$ cat src/rtl/fetch_linebuffer_mp_pkg.sv
// Shared types for the multi-port fetch line buffer.
package types;
    localparam int LB_TAG_BITS = 27;

    typedef enum logic [1:0] {
        IDLE  = 2'd0,
        BUSY  = 2'd1,
        DRAIN = 2'd2
    } lb_state_t;
endpackage

$ cat src/rtl/fetch_linebuffer_mp_port_lookup.sv
// Per-port associative lookup: compares the port's line tag against every
// resident entry and returns the addressed word of the matching line.
module lb_port_lookup
    import types::*;
#(
    parameter int NUM_ENTRIES = 4,
    parameter int LINE_BITS   = 256,
    parameter int WIDX        = 3
) (
    input  logic [NUM_ENTRIES*LB_TAG_BITS-1:0] tags,
    input  logic [NUM_ENTRIES-1:0]             valid,
    input  logic [NUM_ENTRIES*LINE_BITS-1:0]   data,
    input  logic [LB_TAG_BITS-1:0]             line_tag,
    input  logic [WIDX-1:0]                    word_idx,
    output logic                               hit,
    output logic [NUM_ENTRIES-1:0]             hit_vec,
    output logic [31:0]                        word
);
    logic [LINE_BITS-1:0] line_sel;

    generate
        for (genvar gi = 0; gi < NUM_ENTRIES; gi++) begin : g_cmp
            assign hit_vec[gi] = valid[gi] &&
                (tags[gi*LB_TAG_BITS +: LB_TAG_BITS] == line_tag);
        end
    endgenerate

    assign hit = |hit_vec;

    // Tags are unique, so an OR of the masked lines is a one-hot select.
    always_comb begin
        line_sel = '0;
        for (int e = 0; e < NUM_ENTRIES; e++) begin
            if (hit_vec[e]) begin
                line_sel = line_sel | data[e*LINE_BITS +: LINE_BITS];
            end
        end
    end

    assign word = line_sel[{word_idx, 5'b00000} +: 32];
endmodule

$ cat src/rtl/fetch_linebuffer_mp.sv
// Fully-associative multi-port instruction line buffer with a single
// outstanding I-cache refill and same-cycle refill bypass.
module fetch_linebuffer_mp
    import types::*;
#(
    parameter int NUM_ENTRIES = 4,
    parameter int NUM_PORTS   = 2,
    parameter int LINE_BITS   = 256
) (
    input  logic                       clk,
    input  logic                       rst,
    input  logic [NUM_PORTS*32-1:0]    fetch_addr,
    input  logic [NUM_PORTS*4-1:0]     fetch_rmask,
    output logic [NUM_PORTS*32-1:0]    fetch_rdata,
    output logic [NUM_PORTS-1:0]       fetch_resp,
    input  logic                       invalidate,
    output logic [31:0]                cache_addr,
    output logic [3:0]                 cache_rmask,
    input  logic [LINE_BITS-1:0]       cache_rdata_line,
    input  logic                       cache_resp
);
    localparam int WORDS    = LINE_BITS / 32;
    localparam int WIDX     = (WORDS > 1) ? $clog2(WORDS) : 1;
    localparam int PTR_BITS = (NUM_ENTRIES > 1) ? $clog2(NUM_ENTRIES) : 1;

    lb_state_t                 state_reg;
    logic [LB_TAG_BITS-1:0]    req_tag_reg;
    logic [PTR_BITS-1:0]       rr_ptr_reg;
    logic [NUM_ENTRIES-1:0]    valid_reg;
    logic [LB_TAG_BITS-1:0]    tag_reg  [NUM_ENTRIES];
    logic [LINE_BITS-1:0]      data_reg [NUM_ENTRIES];

    logic [NUM_ENTRIES*LB_TAG_BITS-1:0] tags_flat;
    logic [NUM_ENTRIES*LINE_BITS-1:0]   data_flat;

    logic [NUM_PORTS-1:0]      active;
    logic [NUM_PORTS-1:0]      lk_hit;
    logic [NUM_PORTS-1:0]      miss;
    logic [NUM_PORTS-1:0]      bypass;
    logic [NUM_ENTRIES-1:0]    port_vec [NUM_PORTS];
    logic [31:0]               lk_word  [NUM_PORTS];

    logic                      any_miss;
    logic [LB_TAG_BITS-1:0]    miss_tag;
    logic                      has_invalid;
    logic [PTR_BITS-1:0]       victim;
    logic                      fill_en;

    generate
        for (genvar gi = 0; gi < NUM_ENTRIES; gi++) begin : g_flat
            assign tags_flat[gi*LB_TAG_BITS +: LB_TAG_BITS] = tag_reg[gi];
            assign data_flat[gi*LINE_BITS +: LINE_BITS]     = data_reg[gi];
        end

        for (genvar gi = 0; gi < NUM_PORTS; gi++) begin : g_port
            logic [LB_TAG_BITS-1:0] port_tag;
            logic [WIDX-1:0]        word_idx;

            assign port_tag = fetch_addr[gi*32+5 +: LB_TAG_BITS];
            assign word_idx = fetch_addr[gi*32+2 +: WIDX];
            assign active[gi] = |fetch_rmask[gi*4 +: 4];

            lb_port_lookup #(
                .NUM_ENTRIES (NUM_ENTRIES),
                .LINE_BITS   (LINE_BITS),
                .WIDX        (WIDX)
            ) u_lookup (
                .tags     (tags_flat),
                .valid    (valid_reg),
                .data     (data_flat),
                .line_tag (port_tag),
                .word_idx (word_idx),
                .hit      (lk_hit[gi]),
                .hit_vec  (port_vec[gi]),
                .word     (lk_word[gi])
            );

            assign miss[gi]   = active[gi] && !(|port_vec[gi]);
            assign bypass[gi] = active[gi] && cache_resp && (state_reg == BUSY) &&
                                (req_tag_reg == port_tag);
            assign fetch_resp[gi] = !invalidate && ((active[gi] && lk_hit[gi]) || bypass[gi]);
            assign fetch_rdata[gi*32 +: 32] = lk_hit[gi] ? lk_word[gi] :
                cache_rdata_line[{word_idx, 5'b00000} +: 32];
        end
    endgenerate

    // Oldest (lowest-index) missing port wins the single refill slot.
    always_comb begin
        any_miss = 1'b0;
        miss_tag = '0;
        for (int p = NUM_PORTS - 1; p >= 0; p--) begin
            if (miss[p]) begin
                any_miss = 1'b1;
                miss_tag = fetch_addr[p*32+5 +: LB_TAG_BITS];
            end
        end
    end

    always_comb begin
        has_invalid = 1'b0;
        victim      = rr_ptr_reg;
        for (int e = NUM_ENTRIES - 1; e >= 0; e--) begin
            if (!valid_reg[e]) begin
                has_invalid = 1'b1;
                victim      = PTR_BITS'(e);
            end
        end
    end

    assign fill_en = (state_reg == BUSY) && cache_resp && !invalidate;

    always_ff @(posedge clk) begin
        if (rst) begin
            state_reg   <= IDLE;
            req_tag_reg <= '0;
            rr_ptr_reg  <= '0;
            valid_reg   <= '0;
            cache_addr  <= '0;
            cache_rmask <= 4'h0;
        end else begin
            case (state_reg)
                IDLE: begin
                    if (!invalidate && any_miss) begin
                        state_reg   <= BUSY;
                        req_tag_reg <= miss_tag;
                        cache_addr  <= {miss_tag, 5'b00000};
                        cache_rmask <= 4'hF;
                    end
                end
                BUSY: begin
                    if (cache_resp) begin
                        state_reg   <= IDLE;
                        cache_addr  <= '0;
                        cache_rmask <= 4'h0;
                    end else if (invalidate) begin
                        state_reg   <= DRAIN;
                    end
                end
                DRAIN: begin
                    if (cache_resp) begin
                        state_reg   <= IDLE;
                        cache_addr  <= '0;
                        cache_rmask <= 4'h0;
                    end
                end
                default: begin
                    state_reg   <= IDLE;
                    cache_addr  <= '0;
                    cache_rmask <= 4'h0;
                end
            endcase

            if (fill_en) begin
                valid_reg[victim] <= 1'b1;
                if (!has_invalid) begin
                    rr_ptr_reg <= (rr_ptr_reg == PTR_BITS'(NUM_ENTRIES - 1)) ?
                                  '0 : rr_ptr_reg + 1'b1;
                end
            end

            if (invalidate) begin
                valid_reg <= '0;
            end
        end
    end

    // Line storage carries no reset; residency is governed by valid_reg.
    always_ff @(posedge clk) begin
        if (fill_en) begin
            tag_reg[victim]  <= req_tag_reg;
            data_reg[victim] <= cache_rdata_line;
        end
    end
endmodule

$ cat config.mk
export PLATFORM = sky130hd
export DESIGN_NAME = fetch_linebuffer_mp
export DESIGN_NICKNAME = d
export VERILOG_FILES = /design/src/rtl/fetch_linebuffer_mp_pkg.sv /design/src/rtl/fetch_linebuffer_mp_port_lookup.sv /design/src/rtl/fetch_linebuffer_mp.sv
export SDC_FILE = /design/constraint.sdc
export NUM_CORES = 2
export LEC_CHECK = 0
export CAP_MARGIN = 20
export CORE_MARGIN = 4
export CORE_UTILIZATION = 45
export DETAILED_ROUTE_END_ITERATION = 12
export HOLD_SLACK_MARGIN = 0.02
export SLEW_MARGIN = 5
export SYNTH_ARGS = -nofsm -noshare
export SYNTH_HDL_FRONTEND = slang
export SYNTH_HIERARCHICAL = 1
export SYNTH_SLANG_ARGS = --single-unit
$ cat constraint.sdc
create_clock -name clk -period 33 [get_ports clk]
set_input_delay 4.95 -clock clk [delete_from_list [all_inputs] [get_ports clk]]
set_output_delay 4.95 -clock clk [all_outputs]
set_load 0.05 [all_outputs]
After elaboration in Yosys (flattened, before gate mapping)
Memories as Yosys holds them, arrays and structs flattened. Cells that the tools add are included.

Bits of input ports: 332. Bits in registers: 71. Output and inout bits: 102. Word-level logic and storage cells: 118. Memories: 2. RAM bits: 1132.

Reduce and logical (&&, ||, !) cells: 40. Magnitude comparators: 2. Bitwise logic cells: 8. $add $sub $neg: 1. Shifts and indexed selects: 4. Muxes and demuxes: 38. Eq/ne operators: 17.

Memories: data_reg (depth 4, bits a word 256, read ports 4, clocked after Yosys merged registers in 0, wr ports 1, line fetch_linebuffer_mp.sv:31) `logic [LINE_BITS-1:0] data_reg [NUM_ENTRIES];`; tag_reg (depth 4, bits a word 27, read ports 4, clocked after Yosys merged registers in 0, wr ports 1, line fetch_linebuffer_mp.sv:30) `logic [LB_TAG_BITS-1:0] tag_reg [NUM_ENTRIES];`.

Operators by type and width (number): 256-bit 2-to-1 mux (8); 256-bit bitwise OR (6); 256-bit by 9-bit variable part select with 32-bit output (4); 27-bit == test (10); 32-bit 2-to-1 mux (4); 32-bit one-hot mux with 2 select lines (1); 27-bit 2-to-1 mux (2); 1-bit logical AND (24); 2-bit 2-to-1 mux (9); 4-bit OR reduction (4); 1-bit 2-to-1 mux (9); 4-bit 2-to-1 mux (2); 4-bit one-hot mux with 2 select lines (1); 2-bit one-hot mux with 3 select lines (1); 2-bit AND reduction (3); 2-bit == test, second input constant (2); 2-bit inequality test, second input constant (2); 4-bit bitwise OR (1); 2-bit OR reduction (2); 1-bit zero test (3); 2-bit by 3-bit less-than comparator with 1-bit output, second input constant (1); 3-bit inequality test, second input constant (1); 3-bit AND reduction (1); 2-bit by 1-bit adder with 2-bit output, second input constant (1); 7 further kinds (8).

Longest topological paths before layout
Word-level depth: 11. Gate-level depth with buffers: 15.

By module
The synthesis kept the hierarchy.

Modules (own cells, without submodules): fetch_linebuffer_mp (times used 1, cells an instance 1874, area each 42110.4 µm²); lb_port_lookup (times used 2, cells an instance 1241, area each 7811.2 µm²).

Least setup slack after synthesis
No wires, ideal clock.

Path type: in2reg. Start: input cache_resp. End: memory data_reg[2][0] (enable). Data required time: 32.066 ns. Stages: 3. Setup time: 0.934 ns. Path buffers: 0. Path slack: 14.894 ns. Data arrival time: 17.172 ns. Cells stage by stage: nand2_1 > or3_1 > nor2_1.

Cells in the longest elaborated chain, start to end: 4.

Ends and longest elaborated chain: start, declared (line fetch_linebuffer_mp.sv:20) `input logic cache_resp`; 1-bit logical AND (2 in a row) (line fetch_linebuffer_mp.sv:110) `assign fill_en = (state_reg == BUSY) && cache_resp && !invalidate;`; 1-bit 2-to-1 mux (line fetch_linebuffer_mp.sv:169) `if (fill_en) begin`; 1-bit 2-to-1 mux (implied by the code) (line fetch_linebuffer_mp.sv:171) `data_reg[victim] <= cache_rdata_line;`; end, declared (line fetch_linebuffer_mp.sv:31).

Every way passes these cells.

==> reports/results.txt <==
Status -> completed
CP max FO -> 157
Via count -> 43,690
Clock sink total -> 1,195
Mean Syn Cell Area -> 13.25 um^2
Top Usage Layer GRT -> met2
Depth of the CTS H-tree -> 4
CTS tree -> done
Layout cell share with drive strength beyond 1 -> 0.1010
Dpl ws -> 16.41 ns
Core Footprint -> 127,500 um^2
XOR/XNOR Fraction of Synth Area -> 0.04096
I/O pin cnt -> 434
CP Capture Type -> output pin
Synth cell count leaders -> 1,132 x edfxtp_1, 550 x nand2_1, 444 x a222oi_1
Gate Count Post-Synth -> 4,356
GR Layer Usage met1 -> 0.4126
DPL Wire Length -> 120,600 um
Yosys warnings -> 6
Max Root-Sink Buffers -> 3
WL final -> 209,100 um
Maximum VDD drop -> 51.91 uV
Final setup viols -> 0
# Post-CTS Setup Buffers -> 0
Post-Synth Simple-Gate Area -> 0.07997
Buffers on Ports -> 424
Top-area cell type share of the netlist area -> 0.5888
Grt ovf -> 0
Slew @ Worst Pin -> 1.190 ns
Cell Pwr Density -> 52.28 nW/um^2
Dominant cell type by area after synthesis -> edfxtp_1
Critical Path AT -> 11.76 ns
Die area -> 134,100 um^2
P_leak -> 21.12 nW
Area of the multi-input gates -> 20,590 um^2
Vias per Instance -> 6.807
Clk Latency, worst-skew pair -> 0.76 ns
First-pass GRT wire length -> 299,000 um
Worst Setup SP -> fetch_addr[26]
Worst Skew -> 0.02795 ns
Pin count of the biggest net entering global routing -> 183
Number of synthesized flops with an enable pin -> 1,132
Crit path time final -> 16.71 ns
Number of fill cells in the layout -> 10,650
Setup crit end -> fetch_rdata[29]
Root buf cell -> clkbuf_16
Max Clk Rate -> 0.05984 GHz
Hold Vio Cnt, Final -> 0
Die Span X -> 366.2 um
Die height -> 366.2 um
Initial Util -> 0.4527
Met2 GRT Util -> 0.4564
MaxCap Viol Count -> 0
Worst Hold Depth -> 2
Synth top area cells -> edfxtp_1 59%, a222oi_1 7.7%, mux4_2 5.0%
Critical R2R Launch -> state_reg[1]
Reg2Reg Depth -> 10
ANT nets after route -> 0
Total Neg Setup Slack -> 0 ns
Reg area -> 35,250 um^2
Startpoint types -> primary input
GRT Util Overall -> 0.3005
# nets final -> 4,934
Final RePlAce weighted congestion -> 0.8534
Vias in the first global route -> 42,240
Area Growth Syn to Fin -> 16.51%
Max-slew violations -> 0
Combinational family with the most area after synthesis -> compound AO/OA/AOI/OAI gates
Drt drc -> 0
Yosys cell types -> 57
Global-route met3 utilization -> 0.07726
Cell area after synthesis -> 57,730 um^2
Multiplexer area fraction after synthesis -> 0.06606
Ys async rst share -> 0
# rows -> 131
Number of synthesized register bits -> 1,195
Count of cells resized by post-cts repair -> 0
Worst rel slew slack -> 0.2070
Top FF cell, synth -> edfxtp_1
Compound-Gate Fraction of Synth Area -> 0.1667
Register area share after synthesis -> 0.6106
Worst setup margin -> 16.29 ns
Period utilization -> 0.5064
Drt initial violations -> 7,010
Post-CTS Hold Buffers -> 0
Most common cell in the netlist -> edfxtp_1
Drt pass-1 iters -> 12
Crit path kind -> primary input to output pin
CP required -> 28.05 ns
RSZ-0062 raised after global routing -> false
Clk slew on worst S/H paths -> 0.05 ns
Hold Crit Class -> flip-flop to flip-flop
Internal reg-to-reg setup slack -> 27.39 ns
Worst reg2reg endpoint -> data_reg[0][90]
Initial antenna violation count -> 75
Max FFs per register -> 1,024
Avg WL per Cell -> 32.58 um
Adder-cell share of the synthesized area -> 0.0008669
Cts bufs inserted -> 135
Hold Crit Start -> cache_addr[30]
==> critical path, stage by stage <==
cell and delay (ns):
clkdlybuf4s50_1 0.89, xnor2_1 0.19, nand4_1 0.21, or4_1 0.66, nor4_4 0.34, buf_4 0.65
buf_4 0.74, buf_12 0.69, a222oi_1 0.29, a21oi_1 0.24, nand2_1 0.08, a22oi_1 0.14
nand2_1 0.07, o21ai_0 0.41, clkdlybuf4s50_1 0.97
==> worst min-delay path by stage <==
stage / slack [ns] / to
finish: 0.48 / cache_addr[30]
global route: 0.52 / cache_addr[6]
CTS: 0.49 / cache_addr[30]
detailed placement: 0.48 / cache_addr[30]
global placement: 0.47 / cache_addr[30]
floorplan: 0.49 / rr_ptr_reg[1]
==> area by class of cell <==
| class | count | share of cell area |
|---|---|---|
| Clock buffer | 187 | 0.05584 |
| Tap cell | 1662 | 0.03091 |
| Multi-Input combinational cell | 2761 | 0.3061 |
| Antenna cell | 53 | 0.001972 |
| Clock inverter | 56 | 0.007701 |
| Inverter | 5 | 0.0002790 |
| Sequential cell | 1195 | 0.5241 |
| Timing Repair Buffer | 500 | 0.07314 |
==> cell usage in the layout (no fill, tap or decap), drive strengths merged, types with 8 or more instances in the layout <==
master / Yosys / final
xnor2: 209 / 209
clkbuf: 178 / 187
or4: 8 / 8
nor2: 41 / 41
xor2: 61 / 61
mux4: 128 / 128
o32ai: 27 / 27
a211oi: 29 / 29
bufinv: 0 / 8
nand2: 553 / 553
nand2b: 40 / 40
a21oi: 432 / 432
mux2i: 93 / 93
nand4: 55 / 55
nand3b: 8 / 8
o211ai: 18 / 18
a22oi: 174 / 174
buf: 221 / 83
diode: 0 / 53
clkinv: 0 / 40
nor4: 28 / 28
o21ai: 74 / 74
edfxtp: 1132 / 1132
inv: 5 / 11
dfxtp: 63 / 63
a31oi: 24 / 24
nand3: 250 / 250
clkdlybuf4s50: 0 / 417
a32oi: 8 / 8
a222oi: 444 / 444
==> logic make-up after synthesis <==
group,count (synthesis)
other cells,1
compound gates,1256
xor+xnor,270
flops,1195
buf+inv,404
mux,221
fa+ha+maj,4
simple gates,1005
==> through the flow <==
stage          hold WS (ns)  utilization  instance area (um^2)  power, mW  cells
6_report             0.4847       0.5275                 67270      3.516   6419
5_1_grt              0.5164       0.5270                 67210      3.617   6396
4_1_cts              0.4870       0.5263                 67110      3.530   6365
3_5_place_dp         0.4771       0.4928                 62840      2.074   6122
3_3_place_gp         0.4703       0.4928                 62840      2.072   6122
2_1_floorplan        0.4877            -                 57750      1.917   4360
==> power breakdown <==
group	switching [mW]	internal, mW
logic	0.221	0.135
clock network	0.610	0.858
registers	0.0153	1.68
total	0.847	2.67
==> routing by layer <==
layer  vias to the layer above  routed length (um)  share of wire
met5                         -                 191        0.00091
li1                      18430                   -              -
met3                       439               23860           0.11
met2                      2883               95490           0.46
met1                     21920               82030           0.39
met4                        28                7553          0.036
Note: power is estimated with default switching activity, not from simulation.
